[config.mk]
export PLATFORM = sky130hd
export DESIGN_NAME = irq_controller
export DESIGN_NICKNAME = d
export VERILOG_FILES = /design/src/rtl/irq_controller.sv
export SDC_FILE = /design/constraint.sdc
export NUM_CORES = 1
export LEC_CHECK = 0
export CAP_MARGIN = 20
export CORE_UTILIZATION = 36
export CTS_BUF_LIST = sky130_fd_sc_hd__clkbuf_4
export DETAILED_ROUTE_END_ITERATION = 8
export PLACE_DENSITY = 0.95
export SETUP_SLACK_MARGIN = 0.02
export SYNTH_ARGS = -nofsm -noshare
export SYNTH_HDL_FRONTEND = slang
export SYNTH_SLANG_ARGS = --single-unit
export TNS_END_PERCENT = 5
[constraint.sdc]
create_clock -name clk -period 2.99 [get_ports clk]
set_clock_uncertainty 0.15 [all_clocks]
set_input_delay 0.598 -clock clk [delete_from_list [all_inputs] [get_ports clk]]
set_output_delay 0.598 -clock clk [all_outputs]
set_load 0.005 [all_outputs]
[src/rtl/irq_controller.sv]
// Interrupt controller: latches source rising edges into PEND, masks and
// prioritises them (index 0 highest), and sequences one interrupt at a time
// through IDLE -> REQ (irq high) -> SERVICE (until EOI write).
module irq_controller #(
  parameter int          NSRC      = 4,
  parameter logic [31:0] BASE_ADDR = 32'h40000030
) (
  input  logic            clk,
  input  logic            reset,
  input  logic [NSRC-1:0] src,
  input  logic            rd,
  input  logic            wr,
  input  logic [31:0]     addr,
  input  logic [31:0]     wdata,
  output logic [31:0]     rdata,
  input  logic            int_take,
  output logic            irq,
  output logic [2:0]      active_id
);

  typedef enum logic [1:0] {IDLE, REQ, SERVICE} state_t;

  localparam logic [29:0] BASE_W = BASE_ADDR[31:2];

  state_t          state;
  logic [NSRC-1:0] src_d;
  logic [NSRC-1:0] pend;
  logic [NSRC-1:0] mask;
  logic            gen;
  logic [NSRC-1:0] elig;
  logic [NSRC-1:0] rise;
  logic [NSRC-1:0] w1c;
  logic [NSRC-1:0] take_clr;
  logic [2:0]      winner;
  logic            take_fire;
  logic            sel_pend, sel_mask, sel_ctrl, sel_cause;
  logic            eoi_wr;

  // addr[1:0] and data bits above the source count carry no meaning here
  logic unused_bits;
  assign unused_bits = ^{addr[1:0], wdata[31:NSRC]};

  assign sel_pend  = (addr[31:2] == BASE_W);
  assign sel_mask  = (addr[31:2] == BASE_W + 30'd1);
  assign sel_ctrl  = (addr[31:2] == BASE_W + 30'd2);
  assign sel_cause = (addr[31:2] == BASE_W + 30'd3);
  assign eoi_wr    = wr && (addr[31:2] == BASE_W + 30'd4);

  assign rise = src & ~src_d;
  assign elig = pend & mask & {NSRC{gen}};
  assign w1c  = (wr && sel_pend) ? wdata[NSRC-1:0] : '0;

  // A take with nothing eligible still enters SERVICE but clears no bit
  assign take_fire = (state == REQ) && int_take && (|elig);

  // Priority pick: lowest eligible index wins, 0 when nothing is eligible
  always_comb begin
    winner = '0;
    for (int i = NSRC - 1; i >= 0; i--) begin
      if (elig[i]) winner = 3'(i);
    end
  end

  // One-hot clear of the pending bit being taken into service
  always_comb begin
    take_clr = '0;
    for (int i = 0; i < NSRC; i++) begin
      take_clr[i] = take_fire && (winner == 3'(i));
    end
  end

  // Combinational register read-back, zero when not reading
  always_comb begin
    rdata = '0;
    if (rd) begin
      if (sel_pend)       rdata = 32'(pend);
      else if (sel_mask)  rdata = 32'(mask);
      else if (sel_ctrl)  rdata = {31'b0, gen};
      else if (sel_cause) rdata = {(state == SERVICE), 28'b0, active_id};
    end
  end

  // Edge capture into PEND; a new edge beats any clear in the same cycle
  always_ff @(posedge clk or posedge reset) begin
    if (reset) begin
      src_d <= '0;
      pend  <= '0;
    end else begin
      src_d <= src;
      pend  <= (pend & ~w1c & ~take_clr) | rise;
    end
  end

  // Software-writable MASK and global enable
  always_ff @(posedge clk or posedge reset) begin
    if (reset) begin
      mask <= '0;
      gen  <= 1'b0;
    end else if (wr) begin
      if (sel_mask) mask <= wdata[NSRC-1:0];
      if (sel_ctrl) gen  <= wdata[0];
    end
  end

  // Request/service sequencer with registered irq and active_id
  always_ff @(posedge clk or posedge reset) begin
    if (reset) begin
      state     <= IDLE;
      irq       <= 1'b0;
      active_id <= '0;
    end else begin
      case (state)
        IDLE: begin
          if (|elig) begin
            state <= REQ;
            irq   <= 1'b1;
          end
        end
        REQ: begin
          if (int_take) begin
            state     <= SERVICE;
            irq       <= 1'b0;
            active_id <= winner;
          end else if (!(|elig)) begin
            state <= IDLE;
            irq   <= 1'b0;
          end
        end
        SERVICE: begin
          if (eoi_wr) begin
            state     <= IDLE;
            active_id <= '0;
          end
        end
        default: begin
          state     <= IDLE;
          irq       <= 1'b0;
          active_id <= '0;
        end
      endcase
    end
  end

endmodule

==> qor.txt <==
Result of the run = finished clean
Area overhead of the layout relative to synthesis = 48.38%
Worst-case clock buffer depth = 2
CTS tree = done
Synthesized area per cell = 8.981 µm²
Global-route wire length before repair = 5678 µm
Number of antenna violations at the first check in global routing = 0
Sinks on Clock Net = 18
Initial core utilization = 38.39%
HPWL Detailed = 2579 µm
RD Place Congestion = 0.7944
Total number of vias = 1256
Vertical extent of the die = 62.35 µm
Number of register bits inferred by synthesis = 18
Area of the mapped netlist = 1311 µm²
Most repeated cell in the gate-level netlist after synthesis = sky130_fd_sc_hd__buf_4
Post-synthesis adder-cell area fraction = 0%
Number of input and output port buffers inserted = 50
EDFF count, synth = 0
Largest family of logic cells by synthesized area = simple AND/OR/NAND/NOR gates
Fraction of synthesized area in multiplexers = 9.256%
Final Power = 0.0004646 W
Largest fanout on the critical path = 3
Die footprint = 3888 µm²
Seq/Total Area, Yosys = 34.35%
Overall global routing resource usage = 18.30%
Cell taking the most area after synthesis = sky130_fd_sc_hd__dfrtp_1
Synth area leaders = sky130_fd_sc_hd__dfrtp_1 34%, sky130_fd_sc_hd__buf_4 16%, sky130_fd_sc_hd__nor4_1 6.2%
Final #Nets = 286
Slew at the pin closest to its max-slew limit = 0.6855 ns
Tightest slew margin relative to the limit = 54.25%
Antenna violation net count after detailed routing = 0
Final count of hold timing violations = 0
Max-cap check violation count = 0
Proportion of layout cells with a drive suffix above 1 = 21.23%
Endpoint type of the worst setup path = primary output
Main synth FF type = sky130_fd_sc_hd__dfrtp_1
Drt first-iter violations = 30
Simple-gate portion of the synthesized area = 26.15%
Power per unit of standard cell area = 238.8 nW/µm²
Number of cell rows = 21
Setup-violating endpoint count in the final report = 0
DRC = 0
Die extent in x = 62.35 µm
Critical path data required time = 2.24 ns
Worst slack, placed = -0.5436 ns
Number of distinct library cells after synthesis = 38
Count of inserted antenna diode cells = 0
Cell area after layout = 1946 µm²
Area fraction of the dominant cell type after synthesis = 34.35%
Total count of max-transition violations in the final report = 0
Number of placed I/O pins = 109
Count of synthesis-stage warnings from yosys = 0
Placed cell areas = 1852 µm²
Wirelength, routed = 3366 µm
Most used standard cells in the synthesized netlist = 28 x sky130_fd_sc_hd__buf_4, 18 x sky130_fd_sc_hd__dfrtp_1, 13 x sky130_fd_sc_hd__nor4_1, 11 x sky130_fd_sc_hd__nand3_1, 10 x sky130_fd_sc_hd__nand2_1
Peak supply drop = 194.1 µV
Post-synth ARST share = 100.0%
Arr. time, crit path = 2.15 ns
Detail-routed net length per standard cell = 13.05 µm
Worst min-delay path category = reg2reg
Pin count of the biggest net entering global routing = 19
Post-route setup slack = 0.09519 ns
Type of element launching the critical path = input port
Clock Latency Late Sink = 0.29 ns
Core region area = 3416 µm²
Total clock buffers created by CTS = 3
Max Freq = 345.4 MHz
Worst Setup Path Type = in2out
Syn Inst Count = 146
Number of buffers inserted for hold repair after clock tree synthesis = 0
Max H-tree Level = 1
Cell breakdown of the critical path = clkdlybuf4s50_1 -> nor4_2 -> nand2_2 -> or3_4 -> nor3_2 -> buf_2
Root buf cell = sky130_fd_sc_hd__clkbuf_4
Via-to-Cell Ratio = 4.868
Critical Path Max Stage Delay = 0.42 ns
Clock edge transition at the registers on the reported setup and hold paths = 0.09 ns
Vias in the first global route = 1264
Critical Path Slowest Stage Cell = sky130_fd_sc_hd__or3_4
Minimum clock period after layout = 2.895 ns
Number of detailed-routing iterations run before antenna repair = 4
Static Leakage = 0.8936 nW
Setup repair after global routing missed its margin = false
Tcrit/Tclk final = 96.82%
Post-synthesis xor/xnor area fraction = 0%
Residual overflow from global routing = 0
Fraction of the mapped netlist area in compound gates = 10.31%
metrics by stage:
stage	hold slack, ns	instances	TNS (ns)	util, %
after floorplan	0.2596	173	0	-
after global placement	0.2608	252	-2.200	54.21
after detailed placement	0.2752	252	-2.386	54.21
after CTS	0.2877	258	0	56.01
after global routing	0.3104	258	0	56.96
final	0.2923	258	0	56.96
flip-flops by register name, indices dropped and copies added, names as in the netlist:
register   cells
gen            1
irq            1
active_id      2
mask           4
src_d          4
pend           4
state          2
critical path: cells and delay by family:
family / cells / cell delay, ns
AND/OR/NAND/NOR: 4 / 0.99
buffers and inverters: 2 / 0.55
cells in the final DEF, fill, tap and decap left out, types with 2 or more instances in the layout:
cell                              instances
sky130_fd_sc_hd__inv_1                    9
sky130_fd_sc_hd__nor4_1                   8
sky130_fd_sc_hd__nor4_2                   4
sky130_fd_sc_hd__and3b_1                  2
sky130_fd_sc_hd__dfrtp_1                 18
sky130_fd_sc_hd__buf_2                    4
sky130_fd_sc_hd__dlygate4sd2_1           11
sky130_fd_sc_hd__nand2_2                  2
sky130_fd_sc_hd__nor2_1                   4
sky130_fd_sc_hd__o21ai_0                  5
sky130_fd_sc_hd__dlymetal6s2s_1           6
sky130_fd_sc_hd__mux2_2                   7
sky130_fd_sc_hd__clkbuf_4                 3
sky130_fd_sc_hd__nor4_4                   3
sky130_fd_sc_hd__nand2_1                 10
sky130_fd_sc_hd__clkdlybuf4s50_1         28
sky130_fd_sc_hd__a22oi_1                  2
sky130_fd_sc_hd__nor2b_1                  3
sky130_fd_sc_hd__nand3_1                 11
sky130_fd_sc_hd__o22ai_1                  5
sky130_fd_sc_hd__mux2i_1                  2
sky130_fd_sc_hd__conb_1                  28
sky130_fd_sc_hd__buf_4                   16
sky130_fd_sc_hd__nor3_2                   2
per-layer routing:
layer  vias to the layer above  track usage (%)  wire length (µm)
met5                         -                0                 0
met4                         0            5.814                34
met3                         4            3.125               191
met2                        51            32.42              1706
met1                       587            22.41              1434
li1                        614                -                 -
cell type report:
class | count | area [µm²]
fillers | 317 | 1470
multi-input cells | 115 | 774.5
repair buffers | 66 | 603.1
flip-flops and latches | 18 | 450.4
well taps | 46 | 57.56
inverters | 9 | 33.78
clock buffers | 3 | 22.52
clock inverters | 1 | 3.754
cells by family (layout without fill, tap and decap cells):
| group | count (synthesis) | count (layout) |
|---|---|---|
| AND/OR/NAND/NOR | 57 | 57 |
| multiplexers | 10 | 10 |
| other | 1 | 28 |
| buffers and inverters | 40 | 79 |
| flip-flops | 18 | 18 |
| AO/OA/AOI/OAI | 20 | 20 |
where the power goes:
| part | total (W) | leakage [nW] | internal [W] | switching (W) |
|---|---|---|---|---|
| clock | 0.000119 | 0.0154 | 0.0000486 | 0.0000705 |
| combinational | 0.0000988 | 0.657 | 0.0000564 | 0.0000425 |
| sequential | 0.000247 | 0.221 | 0.000246 | 0.000000763 |
| total | 0.000465 | 0.894 | 0.000351 | 0.000114 |
repair_timing:
item	4_1_cts	5_1_grt
pin swaps	11	7
setup endpoints to repair	5	5
hold endpoints to repair	0	0
resized for setup	39	8
setup buffers	2	0
path summary, 6_finish.rpt:
check	from	cells past startpoint	end	slack, ns
worst max-delay path	addr[23]	6	rdata[2]	0.1
worst min-delay path	src_d[1]	1	pend[1]	0.29
worst max register to register	state[1]	4	pend[3]	1.46
worst min register to register	src_d[1]	1	pend[1]	0.29
max in group asynchronous	reset	2	mask[3]	1.70
min in group asynchronous	reset	2	state[0]	0.55
(Power assumes the default switching activity.)
